`config.mk`:
```
export PLATFORM = sky130hd
export DESIGN_NAME = module_cla_multiword_adder
export DESIGN_NICKNAME = d
export VERILOG_FILES = /design/src/rtl/module_cla_multiword_adder.sv
export SDC_FILE = /design/constraint.sdc
export NUM_CORES = 1
export LEC_CHECK = 0
export CAP_MARGIN = 10
export CORE_ASPECT_RATIO = 0.6
export CORE_MARGIN = 5
export CORE_UTILIZATION = 63
export CTS_CLUSTER_DIAMETER = 150
export CTS_CLUSTER_SIZE = 10
export DETAILED_ROUTE_END_ITERATION = 10
export DONT_BUFFER_PORTS = 1
export PLACE_DENSITY = 0.77
export RECOVER_POWER = 25
export SYNTH_ARGS = -nofsm -noshare
export SYNTH_HDL_FRONTEND = slang
export SYNTH_SLANG_ARGS = --single-unit
```
`constraint.sdc`:
```
create_clock -name clk_i -period 4.2 [get_ports clk_i]
set_input_delay 0.84 -clock clk_i [delete_from_list [all_inputs] [get_ports clk_i]]
set_output_delay 0.84 -clock clk_i [all_outputs]
set_load 0.005 [all_outputs]
```
`src/rtl/module_cla_multiword_adder.sv`:
```
// Multi-cycle wide adder: one CLA_WIDTH-bit carry-look-ahead slice is reused per chunk, LSB chunk first.
// Optional signed-overflow output is enabled by defining CLA_MULTIWORD_OVERFLOW_EN.
module module_cla_multiword_adder #(
    parameter int CLA_WIDTH  = 8,
    parameter int NUM_CHUNKS = 4
) (
    input  logic                            clk_i,
    input  logic                            rst_i,
    input  logic                            valid_i,
    output logic                            ready_o,
    input  logic [CLA_WIDTH*NUM_CHUNKS-1:0] a_i,
    input  logic [CLA_WIDTH*NUM_CHUNKS-1:0] b_i,
    input  logic                            carry_i,
    output logic                            valid_o,
    input  logic                            ready_i,
    output logic [CLA_WIDTH*NUM_CHUNKS-1:0] sum_o,
    output logic                            carry_o
`ifdef CLA_MULTIWORD_OVERFLOW_EN
    ,
    output logic                            overflow_o
`endif
);

    localparam int W  = CLA_WIDTH * NUM_CHUNKS;
    localparam int CW = $clog2(NUM_CHUNKS + 1);

    typedef enum logic [1:0] {
        IDLE = 2'd0,
        ADD  = 2'd1,
        DONE = 2'd2
    } state_t;

    state_t               r_state;
    state_t               w_state_next;
    logic [W-1:0]         r_a;
    logic [W-1:0]         r_b;
    logic [W-1:0]         r_sum;
    logic                 r_carry;
    logic [CW-1:0]        r_cnt;
    logic                 w_last;
    logic [CLA_WIDTH-1:0] w_a_chunk;
    logic [CLA_WIDTH-1:0] w_b_chunk;
    logic [CLA_WIDTH-1:0] w_g;
    logic [CLA_WIDTH-1:0] w_p;
    logic [CLA_WIDTH:0]   w_c;
    logic [CLA_WIDTH-1:0] w_s;

    assign w_last = (r_cnt == CW'(NUM_CHUNKS - 1));

    always_comb begin
        w_a_chunk = '0;
        w_b_chunk = '0;
        for (int k = 0; k < NUM_CHUNKS; k++) begin
            if (r_cnt == CW'(k)) begin
                w_a_chunk = r_a[k*CLA_WIDTH +: CLA_WIDTH];
                w_b_chunk = r_b[k*CLA_WIDTH +: CLA_WIDTH];
            end
        end
    end

    // Look-ahead carries: c[i+1] = OR over j<=i of g[j] & p[i:j+1], plus p[i:0] & cin.
    assign w_g    = w_a_chunk & w_b_chunk;
    assign w_p    = w_a_chunk ^ w_b_chunk;
    assign w_c[0] = r_carry;

    genvar gi, gj;
    generate
        for (gi = 0; gi < CLA_WIDTH; gi++) begin : g_carry
            logic [gi+1:0] w_terms;
            assign w_terms[0] = (&w_p[gi:0]) & r_carry;
            for (gj = 0; gj <= gi; gj++) begin : g_term
                if (gj == gi) begin : g_gen
                    assign w_terms[gj+1] = w_g[gj];
                end else begin : g_prop
                    assign w_terms[gj+1] = w_g[gj] & (&w_p[gi:gj+1]);
                end
            end
            assign w_c[gi+1] = |w_terms;
        end
    endgenerate

    assign w_s = w_p ^ w_c[CLA_WIDTH-1:0];

    always_ff @(posedge clk_i or posedge rst_i) begin
        if (rst_i) begin
            r_state <= IDLE;
        end else begin
            r_state <= w_state_next;
        end
    end

    always_comb begin
        w_state_next = r_state;
        case (r_state)
            IDLE:    if (valid_i) w_state_next = ADD;
            ADD:     if (w_last)  w_state_next = DONE;
            DONE:    if (ready_i) w_state_next = IDLE;
            default: w_state_next = IDLE;
        endcase
    end

    always_ff @(posedge clk_i or posedge rst_i) begin
        if (rst_i) begin
            r_a     <= '0;
            r_b     <= '0;
            r_sum   <= '0;
            r_carry <= 1'b0;
            r_cnt   <= '0;
        end else if (r_state == IDLE && valid_i) begin
            r_a     <= a_i;
            r_b     <= b_i;
            r_carry <= carry_i;
            r_sum   <= '0;
            r_cnt   <= '0;
        end else if (r_state == ADD) begin
            for (int k = 0; k < NUM_CHUNKS; k++) begin
                if (r_cnt == CW'(k)) r_sum[k*CLA_WIDTH +: CLA_WIDTH] <= w_s;
            end
            r_carry <= w_c[CLA_WIDTH];
            r_cnt   <= r_cnt + CW'(1);
        end
    end

`ifdef CLA_MULTIWORD_OVERFLOW_EN
    logic r_ovf;

    // Evaluated only on the top chunk, where w_s[CLA_WIDTH-1] is the result MSB.
    always_ff @(posedge clk_i or posedge rst_i) begin
        if (rst_i) begin
            r_ovf <= 1'b0;
        end else if (r_state == IDLE && valid_i) begin
            r_ovf <= 1'b0;
        end else if (r_state == ADD && w_last) begin
            r_ovf <= (r_a[W-1] == r_b[W-1]) && (w_s[CLA_WIDTH-1] != r_a[W-1]);
        end
    end

    assign overflow_o = r_ovf;
`endif

    assign ready_o = (r_state == IDLE);
    assign valid_o = (r_state == DONE);
    assign sum_o   = r_sum;
    assign carry_o = r_carry;

endmodule

```
After elaboration in Yosys (flattened, before gate mapping)

Cells that the tools add are included.

Output and inout bits: 35
Bits in registers: 102

Add/sub/neg operators: 1
Reductions and logical operators: 49
Bitwise gates (word level): 39
Multiplexer cells: 22
Equality and inequality tests: 8

Operator list:

| operator           | count |
|---|---|
| $mux 8             | 12 |
| $mux 32            | 2 |
| $and 1x1->1        | 36 |
| $reduce_and 2->1   | 11 |
| $reduce_and 3->1   | 7 |
| $reduce_and 4->1   | 5 |
| $reduce_and 5->1   | 4 |
| $reduce_and 6->1   | 3 |
| $xor 8x8->8        | 2 |
| $reduce_and 7->1   | 2 |
| $reduce_bool 2->1  | 5 |
| $reduce_or 9->1    | 1 |
| $and 8x8->8        | 1 |
| $reduce_and 8->1   | 1 |
| $reduce_or 8->1    | 1 |
| $reduce_or 7->1    | 1 |
| $eq 3x2->1 const B | 2 |
| $mux 2             | 3 |
| $mux 3             | 2 |
| $pmux 2 s3         | 1 |
| $reduce_or 6->1    | 1 |
| $reduce_or 5->1    | 1 |
| $ne 2x2->1 const B | 2 |
| $reduce_or 4->1    | 1 |
| 11 further kinds   | 12 |

Logic depth before layout (Yosys ltp)

Gate-level depths: netlist of the first run.

Depth after elaboration: 13
Gate-level depth with buffers: 15
Depth with buffers taken out: 13

Worst setup path after synthesis of the first run

No wires, ideal clock.

Path type: reg2reg
From: register r_cnt[0]
To: register r_sum[23] (netlist: sum_o[23])
Path buffers: 2
Slack: 1.001 ns
Library setup time: 0.149 ns
Clock period less this slack: 3.199 ns
Cell stages (with the launch flop): 13
Required time: 4.051 ns
Arrival: 3.050 ns
Cells stage by stage: dfrtp_1 ha_1 ha_1 clkbuf_1 nor2_1 clkbuf_1 a22o_1 ha_1 and2_4 or3b_4 a21oi_2 mux2i_1 o311ai_0

Longest elaborated chain between the ends: 13

Ends and longest elaborated chain:

| what                                           | line   | text |
|---|---|---|
| from (decl)                                    | 39     | `logic [CW-1:0] r_cnt;` |
| from (signal assigned)                         | 120    | `r_cnt <= r_cnt + CW'(1);` |
| $logic_not 3->1                                | 54     | `if (r_cnt == CW'(k)) begin` |
| $mux 8 (4 in a row)                            | 54     |  |
| $xor 8x8->8                                    | 63     | `assign w_p = w_a_chunk ^ w_b_chunk;` |
| $reduce_and 7->1, or another cell as far along | 70     | `assign w_terms[0] = (&w_p[gi:0]) & r_carry;` |
| $and 1x1->1, on equally long branches          | 70, 75 |  |
| $reduce_or 8->1                                | 78     | `assign w_c[gi+1] = \|w_terms;` |
| $xor 8x8->8                                    | 82     | `assign w_s = w_p ^ w_c[CLA_WIDTH-1:0];` |
| $mux 8                                         | 117    | `if (r_cnt == CW'(k)) r_sum[k*CLA_WIDTH +: CLA_WIDTH] <= w_s;` |
| $mux 32                                        | 115    | `end else if (r_state == ADD) begin` |
| $mux 32                                        | 109    | `end else if (r_state == IDLE && valid_i) begin` |
| to (signal, indexed assignment)                | 117    |  |
| to (decl)                                      | 37     | `logic [W-1:0] r_sum;` |

Parallel ways exist; a longest one is shown, timed or not. The select of a mux whose other input is x is not followed.
A chain may end at the register's enable or synchronous reset.

Worst setup path after layout of the first run

From: register r_cnt[0]
To: register r_sum[28] (netlist: sum_o[28])

Longest elaborated chain between the ends: 13

Ends and longest elaborated chain:

| what                                           | line |
|---|---|
| $logic_not 3->1                                | 54 |
| $mux 8 (4 in a row)                            | 54 |
| $xor 8x8->8                                    | 63 |
| $reduce_and 4->1, or another cell as far along | 70 |
| $and 1x1->1, on equally long branches          | 70, 75 |
| $reduce_or 5->1                                | 78 |
| $xor 8x8->8                                    | 82 |
| $mux 8                                         | 117 |
| $mux 32                                        | 115 |
| $mux 32                                        | 109 |

Parallel ways exist; a longest one is shown, timed or not. The select of a mux whose other input is x is not followed.

==> impl_metrics.csv, run 1 <==
group,metric,value,unit
drt,drtPass1Iterations,5,
pwr,ir_drop,0.426,mV
placement,routabilityCongestion,0.928,
floorplanning,core,7790,sq um
timing,rsz0062_at_grt,"no",
logic_synthesis,synthXorXnorAreaFrac,0.877,%
logic_synthesis,synthMuxAreaShare,0.802,%
pwr,intPower,2.58,mW
critical_path,critPathLaunchType,"flip-flop",
drt,drt-vias-per-instance,5.91,
floorplanning,die_x,125,microns
drt,vias,4083,
critical_path,crit_type,"reg -> reg",
timing,setup_viol_count_final,0,
timing,worstMarginPinSlew,2.41,ns
floorplanning,die_area,9860,sq um
logic_synthesis,ys_seq_area_share,51.1,%
logic_synthesis,netlist_area,4990,sq um
clock_tree,postCtsResizedCells,0,
placement,hpwl,8960,microns
timing,relSlewSlack,-61.4,%
logic_synthesis,yosys.cell_types.count,38,
global_route,grt_pass1_vias,4058,
clock_tree,path_clk_slew,0.07,ns
timing,finalCritPeriodShare,88.5,%
global_route,grt_pass1_wl,20700,microns
clock_tree,cts.path.max_buffers,2,
clock_tree,cts_tree,"done",
logic_synthesis,synth_edf_count,0,
placement,place_inst,675,
timing,fmax,269,MHz
clock_tree,clock_latency,0.35,ns
floorplanning,initial_core_util,64.1,%
pwr,switching_share,44.1,%
logic_synthesis,synth_nets,682,
clock_tree,clock_sinks,102,
drt,routed_wl,12600,microns
pwr,power.share.combinational,44.8,%
cells_and_area,drive_gt1_share,5.49,%
floorplanning,num_rows,25,
clock_tree,post_cts_buffers,0,
run_status,violations,"capacitance limit, slew limit",
critical_path,critPathCaptureType,"flip-flop",
pwr,powerDensity,865,nW/um^2
logic_synthesis,synthTopCellsByCount,"261 x nand2_1, 102 x dfrtp_1, 31 x o21ai_0",
pwr,pwr-share-clk,18.6,%
global_route,antenna_found_initial,0,
flow_run,cap_violations,1,
clock_tree,htree_levels,3,
logic_synthesis,synthTopCellsByArea,"dfrtp_1 51%, nand2_1 20%, a22o_1 3.3%",
logic_synthesis,synth-adder-area-share,3.66,%
drt,drc,0,
global_route,gr-usage-all-layers,26.6,%
critical_path,cpMaxStageDelayCell,"nor2_1",
logic_synthesis,syn_inst,599,
pwr,p_leak,2.65,nW
floorplanning,io_pins,104,
logic_synthesis,synth_top_area_share,51.1,%
logic_synthesis,synth_ff_type,"dfrtp_1",
logic_synthesis,yosys_warnings,0,
placement,place_area,5030,sq um
critical_path,cp_top_family,"compound AO/OA/AOI/OAI gates",
logic_synthesis,synth_top_cell_by_area,"dfrtp_1",
cells_and_area,fin_area,5340,sq um
pwr,switching_power,2.04,mW
cells_and_area,stdcell_count,691,
clock_tree,cts_root_buf,"clkbuf_16",
timing,hold_violations,0,
timing,fin_tns_setup,0,ns
drt,antenna_left,0,
pwr,fin_total_pwr,4.62,mW
logic_synthesis,ys_ff_latch,102,
logic_synthesis,synth_compound_area_share,13.4,%
critical_path,required,4.41,ns
cells_and_area,n_antenna_cell,0,
critical_path,slowest_delay,0.82,ns
run_status,outcome,"complete, but fails checks",
timing,period_minus_slack,3.72,ns
critical_path,cp.arrival,3.92,ns
logic_synthesis,synth_top_family_by_area,"simple AND/OR/NAND/NOR gates",
critical_path,crit_chain,"ha_1, ha_1, nor2_1, a22o_1, ha_1, a211oi_1, o21bai_1, a21oi_1, xor2_1, o21ai_0",
logic_synthesis,yosysMostFrequentCell,"nand2_1",
critical_path,crit_top_cell,"ha_1",
clock_tree,hold_buffers,0,
drt,wl_per_cell,18.2,microns
drt,first_iter_violations,419,
global_route,grt_overflow,0,
cells_and_area,synthToLayoutAreaGrowth,6.92,%
floorplanning,die_y,79.0,microns
cells_and_area,fin_nets,661,
cells_and_area,fill_cells,629,
clock_tree,numCtsBuffers,9,
critical_path,worstPathMaxFanout,16,
logic_synthesis,async_flop_share,100,%
logic_synthesis,syn_area_per_cell,8.33,sq um
pwr,sequentialPowerShare,36.6,%
placement,io_buffers,0,
min_path,hold_path_class,"reg -> reg",
timing,finClkSkew,0.00692,ns
timing,slew_violations,56,
cells_and_area,post-route-util,68.5,%
global_route,grt_max_degree,66,
critical_path,path_buf_inv,0,
logic_synthesis,synth_simple_gate_area_share,26.8,%
==> registers in the layout, indices dropped and copies added, names as in the netlist <==
register,count
carry_o,1
sum_o,32
r_a,32
r_state,2
r_b,32
r_cnt,3
==> cells by family (layout without fill, tap and decap cells) <==
logic type / Yosys count / after routing
fa+ha+maj: 14 / 14
simple gates: 329 / 329
flops: 102 / 102
compound gates: 101 / 101
mux: 4 / 4
xor+xnor: 5 / 5
buf+inv: 44 / 28
==> per-stage QoR <==
step / setup slack [ns] / hold slack [ns]
5_1_grt: 0.208 / 0.496
3_3_place_gp: 0.677 / 0.459
6_report: 0.483 / 0.475
2_1_floorplan: 0.685 / 0.446
3_5_place_dp: 0.542 / 0.463
4_1_cts: 0.515 / 0.479
==> power by group through the flow <==
stage / clock [mW] / sequential, mW / combinational [mW]
4_1_cts: 0.863 / 1.68 / 2.05
5_1_grt: 0.909 / 1.73 / 2.33
3_5_place_dp: 0 / 1.69 / 2.02
2_1_floorplan: 0 / 1.59 / 1.58
3_3_place_gp: 0 / 1.69 / 1.95
6_report: 0.858 / 1.69 / 2.07
==> final cells by class <==
cell class | instances | area [sq um] | area share (%)
multi-input combinational | 453 | 2270 | 42.6
clock buffer | 10 | 239 | 4.48
tap | 108 | 135 | 2.53
sequential | 102 | 2550 | 47.8
timing repair buffer | 6 | 41.3 | 0.774
clock inverter | 6 | 71.3 | 1.34
inverter | 6 | 23.8 | 0.445
==> cell usage in the layout (no fill, tap or decap), drive strengths merged <==
cell,synthesis,routed
nand2,261,261
dfrtp,102,102
o21ai,31,31
a21oi,30,30
nor2,27,27
a22o,19,19
nand3,15,15
ha,13,13
clkbuf,28,11
and2,6,6
a211oi,5,5
nand2b,5,5
inv,6,5
buf,10,5
nor3,4,4
mux2i,4,4
o311ai,4,4
xnor2,3,3
nor4,3,3
a311o,3,3
and4,3,3
clkinv,0,3
clkinvlp,0,3
o21bai,2,2
xor2,2,2
nor2b,2,2
a21o,2,2
o211ai,2,2
nor3b,1,1
a221oi,1,1
or3b,1,1
a21boi,1,1
a211o,1,1
and3,1,1
fa,1,1
bufinv,0,1
==> tightest hold or removal path, delay by kind of cell (launching register included) <==
family,cells,cell delay [ns]
simple gates,2,0.10
flops,1,0.34
==> worst paths after layout <==
path | startpoint | endpoint | slack [ns] | cells past startpoint
setup / recovery | r_cnt[0] | sum_o[28] | 0.48 | 10
min in group asynchronous | rst_i | r_b[27] | 1.02 | 1
setup reg to reg | r_cnt[0] | sum_o[28] | 0.48 | 10
hold reg to reg | r_b[10] | r_b[10] | 0.47 | 2
max in group asynchronous | rst_i | sum_o[17] | 1.46 | 2
hold / removal | r_b[10] | r_b[10] | 0.47 | 2
==> per-layer routing <==
layer / global-route usage (%) / share of wire (%) / vias up
met3: 11.0 / 10 / 17
met4: 6.60 / 1.1 / 0
li1: - / - / 1927
met5: 0 / 0 / -
met1: 35.9 / 44 / 1969
met2: 40.5 / 45 / 170
(Power assumes the default switching activity.)
==> inputs of run 2 (changes only) <==
--- a/config.mk
+++ b/config.mk
@@ -5,6 +5,7 @@
 export SDC_FILE = /design/constraint.sdc
 export NUM_CORES = 1
 export LEC_CHECK = 0
+export ABC_AREA = 1
 export CAP_MARGIN = 10
 export CORE_ASPECT_RATIO = 0.6
 export CORE_MARGIN = 5
==> impl_metrics.csv, run 2 <==
group,metric,value,unit
drt,routed_wl,11900,microns
global_route,grt_max_degree,80,
clock_tree,clock_latency,0.34,ns
timing,relSlewSlack,-57.9,%
timing,finClkSkew,0.00663,ns
flow_run,cap_violations,1,
cells_and_area,drive_gt1_share,5.86,%
floorplanning,die_area,9720,sq um
timing,finalCritPeriodShare,79.1,%
critical_path,critPathCaptureType,"flip-flop",
floorplanning,core,7420,sq um
critical_path,crit_top_cell,"nand2_1",
drt,wl_per_cell,17.0,microns
clock_tree,cts_tree,"done",
floorplanning,die_y,78.4,microns
pwr,fin_total_pwr,4.91,mW
min_path,min-delay-start,"r_b[20]",
clock_tree,cts.path.max_buffers,2,
critical_path,path_buf_inv,2,
timing,hold_violations,0,
clock_tree,clock_sinks,102,
logic_synthesis,synth_top_area_share,51.9,%
min_path,hold_path_class,"reg -> reg",
logic_synthesis,async_flop_share,100,%
drt,drt-vias-per-instance,5.62,
clock_tree,cts_root_buf,"clkbuf_16",
global_route,antenna_found_initial,0,
logic_synthesis,ys_ff_latch,102,
critical_path,cpMaxStageDelayCell,"ha_1",
pwr,powerDensity,947,nW/um^2
cells_and_area,fin_nets,675,
global_route,grt_overflow,0,
critical_path,reg2reg_depth,13,
clock_tree,path_clk_slew,0.07,ns
global_route,grt_pass1_vias,3920,
timing,worstMarginPinSlew,2.36,ns
floorplanning,num_rows,24,
floorplanning,io_pins,104,
timing,period_minus_slack,3.32,ns
logic_synthesis,yosysMostFrequentCell,"nand2_1",
clock_tree,hold_buffers,0,
critical_path,ff2ff_setup_slack,0.88,ns
run_status,outcome,"complete, but fails checks",
run_status,violations,"capacitance limit, slew limit",
logic_synthesis,synth_ff_type,"dfrtp_1",
critical_path,crit_chain,"inv_2, ha_1, inv_1, o21ai_0, o22ai_1, ha_1, nand2_1, nand2_1, nor2_1, nor2_1, nand2_1, nand4_1, o21ai_0",
logic_synthesis,synthTopCellsByArea,"dfrtp_1 52%, nand2_1 20%, o21ai_0 6.5%",
critical_path,reg2reg_from,"r_cnt[2]",
timing,fmax,301,MHz
drt,antenna_left,0,
logic_synthesis,syn_area_per_cell,8.12,sq um
placement,hpwl,8860,microns
clock_tree,numCtsBuffers,9,
logic_synthesis,yosys.cell_types.count,28,
logic_synthesis,synth_top_cell_by_area,"dfrtp_1",
logic_synthesis,synth_nets,688,
min_path,hold_end,"r_b[20]",
critical_path,cp.arrival,3.57,ns
logic_synthesis,ys_seq_area_share,51.9,%
min_path,min_path_cells,2,
timing,rsz0062_at_grt,"no",
drt,first_iter_violations,309,
placement,io_buffers,0,
critical_path,cp_top_family,"adder cells",
cells_and_area,mostFrequentLayoutCell,"nand2_1",
timing,setup_viol_count_final,0,
global_route,grt_pass1_wl,19500,microns
pwr,ir_drop,0.463,mV
critical_path,worstPathMaxFanout,20,
logic_synthesis,yosys_warnings,0,
drt,drtPass1Iterations,5,
global_route,gr-usage-all-layers,25.9,%
logic_synthesis,syn_inst,605,
critical_path,slowest_delay,0.57,ns
logic_synthesis,synthTopCellsByCount,"259 x nand2_1, 102 x dfrtp_1, 64 x o21ai_0",
clock_tree,postCtsResizedCells,0,
floorplanning,initial_core_util,66.2,%
timing,fin_tns_setup,0,ns
critical_path,r2r_end,"sum_o[27]",
logic_synthesis,synth_edf_count,0,
drt,drc,0,
drt,vias,3942,
clock_tree,htree_levels,3,
cells_and_area,synthToLayoutAreaGrowth,5.53,%
critical_path,crit_type,"reg -> reg",
logic_synthesis,netlist_area,4910,sq um
critical_path,required,4.45,ns
timing,slew_violations,55,
pwr,p_leak,2.69,nW
clock_tree,post_cts_buffers,0,
cells_and_area,n_antenna_cell,0,
critical_path,critPathLaunchType,"flip-flop",
floorplanning,die_x,124,microns
cells_and_area,final_cell_mix,"259 x nand2_1, 102 x dfrtp_1, 64 x o21ai_0",
placement,routabilityCongestion,1.03,
[run 2: worst max path at each step]
stage                  start  cells past startpoint  slack [ns]   endpoint
finish              r_cnt[2]                     13        0.88  sum_o[27]
global route        r_cnt[2]                     13        0.55  sum_o[27]
CTS                 r_cnt[2]                     14        0.94  sum_o[19]
detailed placement  r_cnt[2]                     14        0.96  sum_o[11]
global placement    r_cnt[2]                     13        1.02  sum_o[19]
floorplan              rst_i                      1        0.68    carry_o
[run 2: cell type report]
class | count | area (sq um)
Multi-Input combinational cell | 427 | 2010
Sequential cell | 102 | 2550
Clock buffer | 12 | 256
Clock inverter | 4 | 30.0
Inverter | 48 | 184
Timing Repair Buffer | 4 | 26.3
Fill cell | 605 | 2230
Tap cell | 104 | 130
[run 2: worst min-delay path, cell delays in order, from the launching register on]
cell and delay (ns):
dfrtp_1 0.34, nand2_1 0.05, nand2_1 0.05
[run 2: power breakdown]
part / internal, mW / switching (mW)
Sequential: 1.45 / 0.295
Clock: 0.436 / 0.349
Combinational: 0.728 / 1.65
[run 2: cells by family after synthesis]
family                   synth area share (%)
flip-flops                               51.9
buffers and inverters                    7.23
AND/OR/NAND/NOR                          25.8
XOR/XNOR                                0.178
AO/OA/AOI/OAI                            11.1
adder cells (fa/ha/maj)                  3.72
[run 2: through the flow]
| step | util [%] | hold WS [ns] | cell area [sq um] | worst slack [ns] | instances |
|---|---|---|---|---|---|
| 6_report | 69.9 | 0.481 | 5180 | 0.879 | 701 |
| 3_5_place_dp | 66.1 | 0.462 | 4900 | 0.955 | 685 |
| 2_1_floorplan | - | 0.444 | 4910 | 0.685 | 605 |
| 3_3_place_gp | 66.1 | 0.460 | 4900 | 1.02 | 685 |
| 5_1_grt | 69.9 | 0.505 | 5180 | 0.552 | 701 |
| 4_1_cts | 70.0 | 0.480 | 5190 | 0.940 | 701 |
[run 2: routing by layer]
metal | wire [microns] | share of wire, % | global-route usage [%]
met3 | 1150 | 9.6 | 8.41
met5 | 0 | 0 | 0
met4 | 100 | 0.84 | 6.56
met2 | 5090 | 43 | 36.4
met1 | 5580 | 47 | 39.0
==> inputs of run 3 (changes only) <==
==> constraint.sdc (replaced) <==
create_clock -name clk_i -period 3.3 [get_ports clk_i]
set_input_delay 0.66 -clock clk_i [delete_from_list [all_inputs] [get_ports clk_i]]
set_output_delay 0.66 -clock clk_i [all_outputs]
set_load 0.005 [all_outputs]
==> impl_metrics.csv, run 3 (same netlist as run 2, synthesis figures left out) <==
group,metric,value,unit
run_status,outcome,"complete, but fails checks",
run_status,violations,"capacitance limit, slew limit",
flow_run,cap_violations,1,
global_route,antenna_found_initial,0,
pwr,ir_drop,0.551,mV
cells_and_area,synthToLayoutAreaGrowth,6.62,%
timing,rsz0062_at_grt,"yes",
drt,drt-vias-per-instance,5.58,
critical_path,endpoint,"sum_o[4]",
critical_path,critPathLaunchType,"flip-flop",
floorplanning,core,7420,sq um
floorplanning,initial_core_util,66.2,%
pwr,fin_total_pwr,6.30,mW
global_route,grt_overflow,0,
clock_tree,cts.path.max_buffers,2,
cells_and_area,fin_area,5240,sq um
pwr,p_leak,2.72,nW
clock_tree,htree_levels,3,
cells_and_area,n_antenna_cell,0,
timing,worstMarginPinSlew,2.40,ns
critical_path,reg2reg_from,"r_cnt[1]",
cells_and_area,fin_nets,680,
drt,drc,0,
floorplanning,die_area,9720,sq um
timing,hold_violations,0,
clock_tree,clock_latency,0.34,ns
placement,routabilityCongestion,1.05,
pwr,powerDensity,1200,nW/um^2
drt,drtPass1Iterations,5,
critical_path,reg2reg_depth,18,
placement,place_area,4920,sq um
global_route,grt_pass1_vias,3694,
critical_path,crit_path_start,"r_cnt[1]",
floorplanning,num_rows,24,
clock_tree,clock_sinks,102,
global_route,gr-usage-all-layers,24.1,%
drt,routed_wl,11400,microns
timing,finClkSkew,0.00737,ns
drt,antenna_left,0,
placement,hpwl,8330,microns
critical_path,crit_type,"reg -> reg",
critical_path,slowest_delay,0.40,ns
critical_path,r2r_end,"sum_o[4]",
critical_path,cp.arrival,3.38,ns
clock_tree,cts_root_buf,"clkbuf_16",
floorplanning,die_x,124,microns
placement,io_buffers,0,
cells_and_area,final_cell_mix,"259 x nand2_1, 102 x dfrtp_1, 63 x o21ai_0",
cells_and_area,fill_cells,617,
critical_path,critPathCaptureType,"flip-flop",
timing,period_minus_slack,3.13,ns
global_route,grt_pass1_wl,18300,microns
floorplanning,die_y,78.4,microns
drt,wl_per_cell,16.2,microns
critical_path,worstPathMaxFanout,10,
global_route,grt_max_degree,103,
clock_tree,cts_tree,"done",
timing,slew_violations,103,
critical_path,required,3.55,ns
cells_and_area,mostFrequentLayoutCell,"nand2_1",
clock_tree,numCtsBuffers,9,
critical_path,ff2ff_setup_slack,0.17,ns
clock_tree,path_clk_slew,0.06,ns
critical_path,crit_chain,"inv_1, ha_1, inv_2, nor2_8, clkinvlp_4, buf_4, a31oi_1, o22ai_1, ha_1, nand2_1, nand2_1, nor2_1, nor2_1, nand2_1, nand2_1, nand2_1, nand3_1, o21ai_0",
drt,first_iter_violations,409,
critical_path,crit_top_cell,"nand2_1",
clock_tree,hold_buffers,0,
floorplanning,io_pins,104,
cells_and_area,sequential_cell_area,2550,sq um
timing,finalCritPeriodShare,94.8,%
cells_and_area,multi_input_area,2010,sq um
critical_path,cpMaxStageDelayCell,"dfrtp_1",
cells_and_area,drive_gt1_share,6.98,%
timing,setup_viol_count_final,0,
min_path,hold_path_class,"in -> reg",
drt,vias,3941,
timing,fmax,320,MHz
timing,relSlewSlack,-59.8,%
timing,fin_tns_setup,0,ns
run 3: report_power, final:
group	internal (mW)	leakage, nW	total (mW)	switching, mW
Combinational	0.970	1.30	3.05	2.08
Clock	0.589	0.136	1.03	0.438
Sequential	1.85	1.28	2.22	0.372
Total	3.41	2.72	6.30	2.89
run 3: worst min-delay path by stage:
stage | startpoint | endpoint | cells after the start
2_1_floorplan | r_a[16] | r_a[16] | 2
3_3_place_gp | r_a[20] | r_a[20] | 2
3_5_place_dp | r_a[20] | r_a[20] | 2
4_1_cts | rst_i | r_a[14] | 2
5_1_grt | ready_i | r_state[1] | 1
6_report | ready_i | r_state[1] | 1
run 3: metrics by stage:
stage	hold WS, ns	instances	worst slack [ns]	util (%)
after global placement	0.459	685	0.317	66.3
final	0.410	706	0.172	70.6
after detailed placement	0.463	685	0.283	66.3
after floorplan	0.444	605	0.620	-
after CTS	0.370	701	0.216	70.2
after global routing	0.413	706	-0.0664	70.6
run 3: per-layer routing:
metal | track usage, % | vias to the layer above | part of all wire, %
met3 | 6.47 | 10 | 8.8
met5 | 0 | - | 0
met4 | 4.92 | 0 | 0.74
met2 | 34.4 | 149 | 43
li1 | - | 1911 | -
met1 | 37.2 | 1871 | 48
run 3: final cells by class:
cell class                 count  area share (%)
clock buffer                  11            4.44
clock inverter                 5            1.12
inverter                      48            3.58
multi-input combinational    427            38.4
sequential                   102            48.7
tap                          104            2.48
timing repair buffer           9            1.24
run 3: what timing repair did:
action	4_1_cts	5_1_grt
resized for setup	0	3
buffers inserted	0	5
setup endpoints to repair	0	9
run 3: worst max-delay path: cells and delay by family, from the launching register on:
family | cells | cell delay (ns)
adder cells (fa/ha/maj) | 2 | 0.53
AO/OA/AOI/OAI | 3 | 0.52
flip-flops | 1 | 0.40
AND/OR/NAND/NOR | 9 | 1.03
buffers and inverters | 4 | 0.57
